--- config.mk ---
export PLATFORM = sky130hd
export DESIGN_NAME = sprite_plot_scheduler
export DESIGN_NICKNAME = d
export VERILOG_FILES = /design/src/rtl/sprite_pkg.sv /design/src/rtl/lowest_set_onehot.sv /design/src/rtl/sprite_plot_scheduler.sv
export SDC_FILE = /design/constraint.sdc
export NUM_CORES = 1
export LEC_CHECK = 0
export ABC_AREA = 1
export BUFFER_PORTS_ARGS = -buffer_cell sky130_fd_sc_hd__buf_4
export CORE_UTILIZATION = 36
export DETAILED_ROUTE_END_ITERATION = 10
export GPL_TIMING_DRIVEN = 0
export MAX_ROUTING_LAYER = met4
export PLACE_DENSITY = 0.7
export SYNTH_ARGS = -nofsm -noshare
export SYNTH_HDL_FRONTEND = slang
export SYNTH_SLANG_ARGS = --single-unit
--- constraint.sdc ---
create_clock -name clk -period 3.1 [get_ports clk]
set_input_delay 0.31 -clock clk [delete_from_list [all_inputs] [get_ports clk]]
set_output_delay 0.31 -clock clk [all_outputs]
set_load 0.005 [all_outputs]
--- src/rtl/sprite_pkg.sv ---
// Shared definitions for the sprite plot path.
// - state_e     : scheduler FSM states (IDLE / SCAN / BURST)
// - X_W/Y_W/C_W : default pixel x, y and colour widths for a 320x240 frame
// - PLAYER/ALIENS/BULLET : requester indices, which also set the service order
package sprite_pkg;

  typedef enum logic [1:0] {
    IDLE  = 2'd0,
    SCAN  = 2'd1,
    BURST = 2'd2
  } state_e;

  localparam int X_W = 9;
  localparam int Y_W = 8;
  localparam int C_W = 3;

  localparam int PLAYER = 0;
  localparam int ALIENS = 1;
  localparam int BULLET = 2;

endpackage

--- src/rtl/lowest_set_onehot.sv ---
// Combinational lowest-set-bit finder.
// Ports:
//   vec    : candidate mask
//   onehot : one-hot of the lowest set bit of vec, zero when vec is zero
//   any    : high when any bit of vec is set
module lowest_set_onehot #(
  parameter int NUM_REQ = 3
) (
  input  logic [NUM_REQ-1:0] vec,
  output logic [NUM_REQ-1:0] onehot,
  output logic               any
);

  logic found;

  always_comb begin
    onehot = '0;
    found  = 1'b0;
    for (int i = 0; i < NUM_REQ; i++) begin
      if (vec[i] && !found) begin
        onehot[i] = 1'b1;
        found     = 1'b1;
      end
    end
  end

  assign any = |vec;

endmodule

--- src/rtl/sprite_plot_scheduler.sv ---
// Shares the single VGA plot port between the sprite engines.
// On frame_tick the current req mask is snapshotted; engines are then granted
// one at a time in ascending index order, each streaming pixels until it raises
// done or the per-burst watchdog forces a release.
// Ports:
//   clk, reset        : clock, synchronous active-high reset
//   frame_tick        : frame-start pulse
//   req               : per-engine draw request (level, sampled at frame_tick)
//   pix_valid/x/y/colour/done : per-engine pixel stream, packed per engine
//   grant             : one-hot grant (or zero)
//   x, y, colour, plot: registered plot port, 1 cycle after the granted input
//   busy              : frame service in progress
//   frame_done        : pulse when all snapshotted engines were serviced
//   overrun           : pulse when frame_tick arrives while busy (tick dropped)
//   timeout           : pulse when the watchdog forced a release
module sprite_plot_scheduler #(
  parameter int NUM_REQ   = sprite_pkg::BULLET + 1,
  parameter int X_W       = sprite_pkg::X_W,
  parameter int Y_W       = sprite_pkg::Y_W,
  parameter int C_W       = sprite_pkg::C_W,
  parameter int MAX_BURST = 1024
) (
  input  logic                   clk,
  input  logic                   reset,
  input  logic                   frame_tick,
  input  logic [NUM_REQ-1:0]     req,
  input  logic [NUM_REQ-1:0]     pix_valid,
  input  logic [NUM_REQ*X_W-1:0] pix_x,
  input  logic [NUM_REQ*Y_W-1:0] pix_y,
  input  logic [NUM_REQ*C_W-1:0] pix_colour,
  input  logic [NUM_REQ-1:0]     done,
  output logic [NUM_REQ-1:0]     grant,
  output logic [X_W-1:0]         x,
  output logic [Y_W-1:0]         y,
  output logic [C_W-1:0]         colour,
  output logic                   plot,
  output logic                   busy,
  output logic                   frame_done,
  output logic                   overrun,
  output logic                   timeout
);

  import sprite_pkg::*;

  localparam int              WD_W    = $clog2(MAX_BURST);
  localparam logic [WD_W-1:0] WD_LAST = WD_W'(MAX_BURST - 1);

  state_e             state, state_n;
  logic [NUM_REQ-1:0] pending, pending_n, grant_n;
  logic [WD_W-1:0]    wdog, wdog_n;
  logic [X_W-1:0]     x_n;
  logic [Y_W-1:0]     y_n;
  logic [C_W-1:0]     colour_n;
  logic               plot_n, busy_n, frame_done_n, overrun_n, timeout_n;

  logic [NUM_REQ-1:0] pick;
  logic               pick_any;

  lowest_set_onehot #(.NUM_REQ(NUM_REQ)) u_pick (
    .vec    (pending),
    .onehot (pick),
    .any    (pick_any)
  );

  // Grant is one-hot, so OR-ing the masked engine fields selects the owner.
  logic [X_W-1:0] sel_x;
  logic [Y_W-1:0] sel_y;
  logic [C_W-1:0] sel_c;
  logic           sel_valid, sel_done;

  always_comb begin
    sel_x = '0;
    sel_y = '0;
    sel_c = '0;
    for (int i = 0; i < NUM_REQ; i++) begin
      if (grant[i]) begin
        sel_x = sel_x | pix_x[i*X_W +: X_W];
        sel_y = sel_y | pix_y[i*Y_W +: Y_W];
        sel_c = sel_c | pix_colour[i*C_W +: C_W];
      end
    end
  end

  assign sel_valid = |(pix_valid & grant);
  assign sel_done  = |(done & grant);

  always_comb begin
    state_n      = state;
    pending_n    = pending;
    grant_n      = grant;
    wdog_n       = wdog;
    x_n          = x;
    y_n          = y;
    colour_n     = colour;
    plot_n       = 1'b0;
    busy_n       = busy;
    frame_done_n = 1'b0;
    timeout_n    = 1'b0;
    // A tick outside IDLE is reported and otherwise ignored.
    overrun_n    = frame_tick && (state != IDLE);

    case (state)
      IDLE: begin
        if (frame_tick) begin
          pending_n = req;
          busy_n    = 1'b1;
          state_n   = SCAN;
        end
      end
      SCAN: begin
        if (!pick_any) begin
          frame_done_n = 1'b1;
          busy_n       = 1'b0;
          state_n      = IDLE;
        end else begin
          grant_n   = pick;
          pending_n = pending & ~pick;
          wdog_n    = '0;
          state_n   = BURST;
        end
      end
      BURST: begin
        x_n      = sel_x;
        y_n      = sel_y;
        colour_n = sel_c;
        plot_n   = sel_valid;
        if (wdog != WD_LAST) wdog_n = wdog + WD_W'(1);
        // done wins over the watchdog on the same cycle; the pixel on the
        // done cycle is still forwarded above.
        if (sel_done) begin
          grant_n = '0;
          state_n = SCAN;
        end else if (wdog == WD_LAST) begin
          grant_n   = '0;
          timeout_n = 1'b1;
          state_n   = SCAN;
        end
      end
      default: state_n = IDLE;
    endcase
  end

  always_ff @(posedge clk) begin
    if (reset) begin
      state      <= IDLE;
      pending    <= '0;
      grant      <= '0;
      wdog       <= '0;
      x          <= '0;
      y          <= '0;
      colour     <= '0;
      plot       <= 1'b0;
      busy       <= 1'b0;
      frame_done <= 1'b0;
      overrun    <= 1'b0;
      timeout    <= 1'b0;
    end else begin
      state      <= state_n;
      pending    <= pending_n;
      grant      <= grant_n;
      wdog       <= wdog_n;
      x          <= x_n;
      y          <= y_n;
      colour     <= colour_n;
      plot       <= plot_n;
      busy       <= busy_n;
      frame_done <= frame_done_n;
      overrun    <= overrun_n;
      timeout    <= timeout_n;
    end
  end

endmodule

==> Word-level counts from Yosys, hierarchy flattened <==
Index checks and enable logic that the tools add are counted.
{ "word_totals": {"mem_count": 0, "register_bits": 43, "input_bits": 72, "mem_bits_ro": 0, "ramBits": 0, "word_cells": 87, "latchBits": 0, "output_inout_bits": 28} }
{ "classes": {"mux": 33, "eq_ne": 9, "n_div": 0, "bitwise": 12, "magnitude_cmp": 0, "n_shift": 0, "n_addsub": 1, "mul": 0, "reduce_logical": 20} }
{ "ops": {"columns": ["cell", "n"], "rows": [
  ["2-to-1 mux 9 bit", 3],
  ["2-to-1 mux 3 bit", 8],
  ["2-to-1 mux 8 bit", 3],
  ["2-to-1 mux 10 bit", 2],
  ["case mux 10 bit (2 select lines)", 1],
  ["OR 9 bit", 2],
  ["OR 8 bit", 2],
  ["case mux 3 bit (2 select lines)", 2],
  ["AND reduction 3 bit", 4],
  ["adder 10 x 1 -> 10 bit, second input constant", 1],
  ["== test 10 bit, second input constant", 1],
  ["inequality test 10 bit, second input constant", 1],
  ["bitwise AND 3 bit", 3],
  ["OR reduction 3 bit", 3],
  ["2-to-1 mux 1 bit", 8],
  ["2-to-1 mux 2 bit", 4],
  ["inequality test 2 bit, second input constant", 4],
  ["OR 3 bit", 2],
  ["case mux 2 bit (3 select lines)", 1],
  ["nonzero test 2 bit", 3],
  ["OR reduction 5 bit", 1],
  ["OR reduction 2 bit", 2],
  ["logical AND 1 bit", 3],
  ["inequality test 3 bit, second input constant", 1],
  ["other kinds (8)", 10]
]} }

==> Depth between registers and ports, before layout <==
Gate-level depths: netlist of run 1.
{ "depth": {"word_depth": 11, "depth_mapped": 11, "depth_no_buf": 10} }

==> Hierarchy <==
A second synthesis of run 1 with hierarchy kept.
{ "unflattened": {"cells_unflattened": 301, "hier_area_um2": 2094.5} }
{ "modules_own_cells": {"columns": ["mod", "instances", "seq_area_each_um2", "area_each_um2", "cells_per_inst"], "rows": [
  ["sprite_plot_scheduler", 1, 860.8, 2054.5, 293],
  ["lowest_set_onehot", 1, 0.0, 40.0, 8]
]} }

==> Least setup slack after synthesis of run 1 <==
No wires, ideal clock.
{ "synth_timing": {"path_kind": "reg-to-reg", "from": "register wdog[0]", "to": "register wdog[9]", "n_path_buf": 1, "stages_incl_launch_ff": 12, "path_slack_ns": 1.748, "t_arrival_ns": 1.237, "path_cell_list": "dfxtp_1 -> ha_1 -> nand2_1 -> nor2_4 -> nand3_4 -> nand2_4 -> nand2_4 -> buf_6 -> nand2_1 -> nand2_1 -> nand2_1 -> nor2_1"} }
{ "synth_between": {"elab_chain_len": 3, "elab_cells_between_ends": 6} }
{ "synth_rtl": {"columns": ["element", "line", "rtl"], "rows": [
  ["start: declaration", "sprite_plot_scheduler.sv:50", "logic [WD_W-1:0] wdog, wdog_n;"],
  ["start signal: assignment", "sprite_plot_scheduler.sv:161", "wdog <= wdog_n;"],
  ["adder 10 x 1 -> 10 bit / inequality test 10 bit (equally long branches)", "sprite_plot_scheduler.sv:127", "if (wdog != WD_LAST) wdog_n = wdog + WD_W'(1);"],
  ["2-to-1 mux 10 bit / inequality test 2 bit (equally long branches)", null, null],
  ["case mux 10 bit (2 select lines) / AND reduction 3 bit (equally long branches)", null, null]
]} }
Parallel ways exist; a longest one is shown, timed or not. The select of a mux whose other input is x is not followed.
A chain may end at the register's enable or synchronous reset.

==> Worst setup path after layout of run 1 <==
Ends and elaborated chain as after synthesis.

==> qor.txt, run 1 <==
====================================================================================
Result of the run ..................................................... finished clean
Floorplan die height ..................................................      77.5 µm
Final sum of negative setup slack .....................................         0 ns
Post-CTS setup repair buffer count ....................................            0
Number of max-slew violations in the final report .....................            0
Element type at the critical path end .................................     register
First DRT Iteration DRCs ..............................................           70
TritonRoute pass-1 iters ..............................................            4
Count of different cell masters after synthesis .......................           21
Net count after synthesis .............................................          364
Biggest area contributors in the synthesized netlist .................. dfxtp_1, nand2_1, a21oi_1
Clock Skews ...........................................................    0.0101 ns
Path category of the worst min-delay check ............................ input port to register
DR vias/cell ..........................................................         4.94
Clock buffer count from CTS ...........................................            5
Max-cap check violation count .........................................            0
HPWL Detailed .........................................................      4.63 mm
Post-synthesis sequential area ratio ..................................        0.419
GRT Total Usage .......................................................        0.205
Number of nets with antenna violations after detailed routing .........            0
Final core occ ........................................................        0.540
Ratio of total power to cell area .....................................   384 nW/µm²
Syn avg cell area .....................................................     7.06 µm²
Clock tree from TritonCTS .............................................          yes
Clock latency reported for the late side of the worst-skew pair .......      0.29 ns
Warnings, synthesis ...................................................            0
H-tree Lvls ...........................................................            2
Crit Path Class ....................................................... register to register
Number of sinks handled by clock tree synthesis .......................           43
Root Driver ...........................................................     clkbuf_8
Routed WL per cell ....................................................      12.4 µm
Starting Density ......................................................        0.373
Final setup vio count .................................................            0
Resized Gates After CTS ...............................................            0
Fmax ..................................................................      661 MHz
Top-level port count ..................................................          100
Number of antenna diodes ..............................................            0
Post-synth top area share .............................................        0.419
Post-synthesis sequential element count ...............................           43
Count of placed standard cells including taps .........................          462
Worst Max-Slew Pin Slew ...............................................     0.482 ns
Final std cells w/o fill ..............................................          469
Most area-hungry cell type in the Yosys netlist .......................      dfxtp_1
Number of vias in the routed layout ...................................         2316
Largest fanout of any net on the critical path ........................           10
Number of buffers on the longest clock path ...........................            2
PortBufs ..............................................................           99
Vias in the first global route ........................................         2248
Floorplan die area ....................................................     6010 µm²
Post-Synthesis Cells ..................................................          291
Synth-to-layout area growth ...........................................        44.9%
Maximum number of pins on one net before global-route repair ..........           13
Reg clk slew, reported paths ..........................................      0.08 ns
Overall overflow remaining after global route .........................            0
Final period demand of the worst path .................................      1.51 ns
Proportion of layout cells with a drive suffix above 1 ................        0.307
Global placer's final weighted congestion .............................        0.777
Leakage power total ...................................................      1.38 nW
Core Box Area .........................................................     5510 µm²
Drt drc ...............................................................            0
Number of buffers inserted for hold repair after clock tree synthesis .            0
Unrepaired setup endpoints after global routing .......................        false
Max_slew headroom .....................................................        0.679
Layout Nets ...........................................................          470
Row count .............................................................           27
Initial antenna violation count .......................................            0
Crit share post-route .................................................        0.488
Maximum vdd drop ......................................................   0.000240 V
Final hold violation count ............................................            0
Synthesized cell area .................................................     2050 µm²
Wire length of the first global-routing pass ..........................      9.52 mm
Detailed Route WL .....................................................      5.80 mm
Launching element type of the critical path ...........................     register
WP data required ......................................................      3.28 ns
Arrival time reported for the critical path endpoint ..................      1.70 ns
Die span in x .........................................................      77.5 µm
====================================================================================
==> cells by family after synthesis <==
kind of cell | share of synthesized area
AO/OA/AOI/OAI | 0.211
buffers and inverters | 0.0737
AND/OR/NAND/NOR | 0.290
flip-flops | 0.419
adder cells (fa/ha/maj) | 0.00609
==> per-layer routing <==
| metal | global-route usage | wire, µm | vias up |
|---|---|---|---|
| li1 | - | - | 1185 |
| met1 | 0.232 | 2460 | 1046 |
| met2 | 0.350 | 2900 | 77 |
| met3 | 0.0494 | 349 | 8 |
| met4 | 0.0698 | 80 | 0 |
| met5 | - | 0 | - |
==> worst paths after layout <==
path | startpoint | endpoint | slack [ns] | cells past startpoint
max | wdog[0] | wdog[9] | 1.59 | 11
min | reset | overrun | 0.21 | 2
max reg2reg | wdog[0] | wdog[9] | 1.59 | 11
min reg2reg | busy | busy | 0.47 | 2
==> critical path: stages (launching register included) <==
cell and delay (ns):
dfxtp_1 0.37, ha_1 0.17, nand2_1 0.10, nor2_4 0.17
nand3_4 0.11, nand2_4 0.10, nand2_4 0.06, buf_6 0.14
nand2_1 0.05, nand2_1 0.04, nand2_1 0.06, nor2_1 0.04
==> layout by cell type, fill, tap and decap left out, types with 2 or more instances in the layout <==
cell type  synthesis  routed
buf_4              0      99
nand2_1           80      80
dfxtp_1           43      43
a21oi_1           38      38
a31oi_1           22      22
inv_1             21      21
nor2_1            21      21
o21ai_0           21      21
nand3_1           14      14
clkbuf_1           9       9
clkbuf_8           0       6
buf_2              4       4
nor2_4             3       3
nand2_4            3       3
nand4_1            3       3
inv_2              2       2
==> layout make-up <==
type / instances / area (µm²)
Fill cell: 523 / 2530
Timing Repair Buffer: 99 / 743
Clock buffer: 6 / 82.6
Buffer: 14 / 65.1
Multi-Input combinational cell: 211 / 1040
Tap cell: 72 / 90.1
Clock inverter: 1 / 5.00
Inverter: 23 / 86.3
Sequential cell: 43 / 861
==> cell usage after synthesis, drive strengths merged <==
cell type  count
nand2         83
dfxtp         43
a21oi         38
nor2          25
inv           23
a31oi         22
o21ai         21
nand3         16
clkbuf         9
buf            5
nand4          3
ha             1
nand3b         1
nor3           1
==> state kept, by name (all words and copies together) (netlist names) <==
register    flops
wdog           10
state           2
overrun         1
x               9
busy            1
pending         3
plot            1
timeout         1
frame_done      1
y               8
grant           3
colour          3
==> metrics by stage <==
step	setup WS [ns]	hold WS (ns)	instance area, µm²	total power [W]
2_1_floorplan	1.75	0.388	2050	0.000682
3_3_place_gp	1.63	0.452	2890	0.000799
3_5_place_dp	1.62	0.459	2890	0.000801
4_1_cts	1.59	0.202	2970	0.00115
5_1_grt	1.43	0.209	2970	0.00120
6_report	1.59	0.207	2970	0.00114
==> where the power goes <==
group / internal (W) / switching (W)
clock: 0.000175 / 0.000179
combinational: 0.000108 / 0.0000898
sequential: 0.000575 / 0.0000150
total: 0.000858 / 0.000284
No activity file was read; power rests on OpenSTA's default activity.
==> inputs of run 2 (changes only) <==
--- a/config.mk
+++ b/config.mk
@@ -5,13 +5,13 @@
 export SDC_FILE = /design/constraint.sdc
 export NUM_CORES = 1
 export LEC_CHECK = 0
-export ABC_AREA = 1
+export ABC_AREA = 0
 export BUFFER_PORTS_ARGS = -buffer_cell sky130_fd_sc_hd__buf_4
 export CORE_UTILIZATION = 36
 export DETAILED_ROUTE_END_ITERATION = 10
 export GPL_TIMING_DRIVEN = 0
 export MAX_ROUTING_LAYER = met4
-export PLACE_DENSITY = 0.7
+export PLACE_DENSITY = 0.71
 export SYNTH_ARGS = -nofsm -noshare
 export SYNTH_HDL_FRONTEND = slang
 export SYNTH_SLANG_ARGS = --single-unit
==> constraint.sdc (replaced) <==
create_clock -name clk -period 1.48 [get_ports clk]
set_input_delay 0.148 -clock clk [delete_from_list [all_inputs] [get_ports clk]]
set_output_delay 0.148 -clock clk [all_outputs]
set_load 0.005 [all_outputs]
==> qor.txt, run 2 <==
====================================================================================
Number of vias in the routed layout ...................................         2171   was 2316
Most area-hungry cell type in the Yosys netlist .......................      dfxtp_1   unchanged
Number of max-slew violations in the final report .....................            0   unchanged
Vias in the first global route ........................................         1834   was 2248
Clock latency reported for the late side of the worst-skew pair .......      0.30 ns   was 0.29 ns
Biggest area contributors in the synthesized netlist .................. dfxtp_1, a222oi_1, a211oi_1   was dfxtp_1, nand2_1, a21oi_1
DR vias/cell ..........................................................         5.54   was 4.94
Initial antenna violation count .......................................            0   unchanged
Worst slack after detailed placement ..................................    -0.183 ns   was 1.62 ns
Final period demand of the worst path .................................      1.44 ns   was 1.51 ns
Arrival time reported for the critical path endpoint ..................      1.63 ns   was 1.70 ns
Reg clk slew, reported paths ..........................................      0.08 ns   about the same
Maximum vdd drop ......................................................   0.000581 V   was 0.000240 V
Core Box Area .........................................................     5170 µm²   was 5510 µm²
Crit share post-route .................................................        0.975   was 0.488
Launching element type of the critical path ...........................     register   unchanged
Detailed Route WL .....................................................      5.92 mm   was 5.80 mm
Result of the run ..................................................... finished clean   unchanged
Ratio of total power to cell area .....................................   936 nW/µm²   was 384 nW/µm²
GRT Total Usage .......................................................        0.216   was 0.205
Most frequent cells after synthesis ................................... dfxtp_1, nor2_1, a211oi_1, a222oi_1, clkbuf_1   was nand2_1, dfxtp_1, a21oi_1, a31oi_1
Final sum of negative setup slack .....................................         0 ns   unchanged
Main synth FF type ....................................................      dfxtp_1   unchanged
Global placer's final weighted congestion .............................        0.820   was 0.777
Layout Nets ...........................................................          394   was 470
Proportion of layout cells with a drive suffix above 1 ................        0.432   was 0.307
Post-CTS setup repair buffer count ....................................            0   unchanged
Root Driver ...........................................................     clkbuf_8   unchanged
Unrepaired setup endpoints after global routing .......................         true   was false
Clock Skews ...........................................................   0.00375 ns   was 0.0101 ns
Clock buffer count from CTS ...........................................            5   unchanged
Post-synthesis sequential area ratio ..................................        0.438   was 0.419
Synthesized cell area .................................................     1960 µm²   was 2050 µm²
Number of antenna diodes ..............................................            0   unchanged
Max_slew headroom .....................................................        0.627   was 0.679
Number of buffers inserted for hold repair after clock tree synthesis .            0   unchanged
Top register by number of flip-flops ..................................         wdog   unchanged
Net count after synthesis .............................................          288   was 364
Post-Synthesis Cells ..................................................          215   was 291
Count leader, synth ...................................................      dfxtp_1   was nand2_1
Number of buffers on the longest clock path ...........................            2   unchanged
Crit Path Class ....................................................... register to register   unchanged
Wire length of the first global-routing pass ..........................      8.85 mm   was 9.52 mm
Floorplan die height ..................................................      75.8 µm   was 77.5 µm
Maximum number of pins on one net before global-route repair ..........           14   was 13
Syn avg cell area .....................................................     9.13 µm²   was 7.06 µm²
Register-to-Register Setup Slack ......................................      0.04 ns   was 1.59 ns
Starting Density ......................................................        0.380   was 0.373
Warnings, synthesis ...................................................            0   unchanged
Final core occ ........................................................        0.582   was 0.540
Final setup vio count .................................................            0   unchanged
Area of placed instances ..............................................     2790 µm²   was 2890 µm²
WP data required ......................................................      1.67 ns   was 3.28 ns
Overall overflow remaining after global route .........................            0   unchanged
Number of nets with antenna violations after detailed routing .........            0   unchanged
Final Worst Setup Slack ...............................................    0.0368 ns   was 1.59 ns
Fmax ..................................................................      693 MHz   was 661 MHz
Post-synth top area share .............................................        0.438   was 0.419
PortBufs ..............................................................           99   unchanged
H-tree Lvls ...........................................................            2   unchanged
Cell at the slowest stage of the critical path ........................      dfxtp_4   was dfxtp_1
Count of different cell masters after synthesis .......................           41   was 21
Number of sinks handled by clock tree synthesis .......................           43   unchanged
Die span in x .........................................................      75.8 µm   was 77.5 µm
Share of synthesized flip-flops with an asynchronous set or reset .....            0   unchanged
Clock tree from TritonCTS .............................................          yes   unchanged
HPWL Detailed .........................................................      4.28 mm   was 4.63 mm
Most common cell after layout, fill and taps aside ....................        buf_4   unchanged
Final std cells w/o fill ..............................................          392   was 469
Ordered cell list for the critical path ............................... ha_4, nand3_4, nor3_4, a21oi_1, a2111oi_1   was ha_1, nand2_1, nor2_4, nand3_4, nand2_4, nand2_4, buf_6, nand2_1, nand2_1, nand2_1, nor2_1
Routed WL per cell ....................................................      15.1 µm   was 12.4 µm
Commonest cells after routing, fill and taps aside .................... buf_4, dfxtp_1, nor2_1   was buf_4, nand2_1, dfxtp_1
Leakage power total ...................................................      1.21 nW   was 1.38 nW
Drt drc ...............................................................            0   unchanged
Path category of the worst min-delay check ............................ input port to register   unchanged
Post-synthesis sequential element count ...............................           43   unchanged
Flip-flop count of the largest register after layout ..................           10   unchanged
Worst Max-Slew Pin Slew ...............................................     0.559 ns   was 0.482 ns
Count of placed standard cells including taps .........................          384   was 462
Floorplan die area ....................................................     5750 µm²   was 6010 µm²
Largest fanout of any net on the critical path ........................            6   was 10
First DRT Iteration DRCs ..............................................          143   was 70
Top flop regs ......................................................... wdog: 10 flops, x: 9 flops, y: 8 flops   unchanged
Final Cell Area .......................................................     3010 µm²   was 2970 µm²
Element type at the critical path end .................................     register   unchanged
CP peak stage delay ...................................................      0.38 ns   was 0.37 ns
Final hold violation count ............................................            0   unchanged
Max-cap check violation count .........................................            0   unchanged
Top-level port count ..................................................          100   unchanged
Count of flip-flops with a built-in enable after synthesis ............            0   unchanged
Synth-to-layout area growth ...........................................        53.5%   was 44.9%
TritonRoute pass-1 iters ..............................................            5   was 4
Row count .............................................................           26   was 27
====================================================================================
==> run 2: cell types whose count changed after synthesis, sizes merged, moves of 9 or more <==
| cell | previous run | this run |
|---|---|---|
| a211oi | 0 | 22 |
| a21oi | 38 | 10 |
| a222oi | 0 | 21 |
| a31oi | 22 | 4 |
| inv | 23 | 0 |
| nand2 | 83 | 9 |
| nand3 | 16 | 7 |
| o21ai | 21 | 7 |
==> run 2: path summary, 6_finish.rpt <==
| kind | start | depth (start not counted) | to |
|---|---|---|---|
| worst max-delay path | wdog[1] | 5 | state[0] |
| worst min-delay path | req[1] | 3 | pending[1] |
| worst max register to register | wdog[1] | 5 | state[0] |
| worst min register to register | busy | 2 | busy |
==> run 2: cell families after synthesis <==
family	count (synthesis)	synth area share
AOI/OAI and AO/OA	75	0.297
and+or+nand+nor	75	0.204
DFF	43	0.438
buffers and inverters	18	0.0408
xor gates and xnor gates	3	0.0134
adders and majority gates	1	0.00637
==> run 2: through the flow <==
stage	hold WS, ns	total power, W
finish	0.0957	0.00282
global route	0.0957	0.00296
CTS	0.0903	0.00284
detailed placement	0.410	0.00177
global placement	0.409	0.00176
floorplan	0.288	0.00149
==> run 2: worst max-delay path, delay by kind of cell (launching register included) <==
family	cells	cell delay [ns]
adder cells (fa/ha/maj)	1	0.15
flip-flops	1	0.38
AND/OR/NAND/NOR	2	0.33
AO/OA/AOI/OAI	2	0.46
==> run 2: power breakdown <==
part | internal (W) | switching [W]
combinational | 0.000275 | 0.000222
clock | 0.000674 | 0.000399
sequential | 0.00120 | 0.0000473
total | 0.00215 | 0.000668
==> run 2: routing by layer <==
layer  vias up  GRT usage  share of wire
li1       1060          -              -
met1      1021      0.275           0.42
met2        84      0.328           0.48
met3         6     0.0582          0.084
met4         0     0.0741          0.012
met5         -          -              0
==> run 2: cell type report <==
type | count | area [µm²]
plain buffers | 18 | 88.8
clock buffers | 6 | 72.6
clock inverters | 2 | 60.1
fillers | 476 | 2160
multi-input cells | 154 | 1080
flip-flops and latches | 43 | 876
well taps | 70 | 87.6
repair buffers | 99 | 743
==> run 2: what timing repair did <==
action,in CTS,in global routing
gates cloned,0,0
setup endpoints to repair,15,30
pin swaps,1,1
resized for setup,10,24
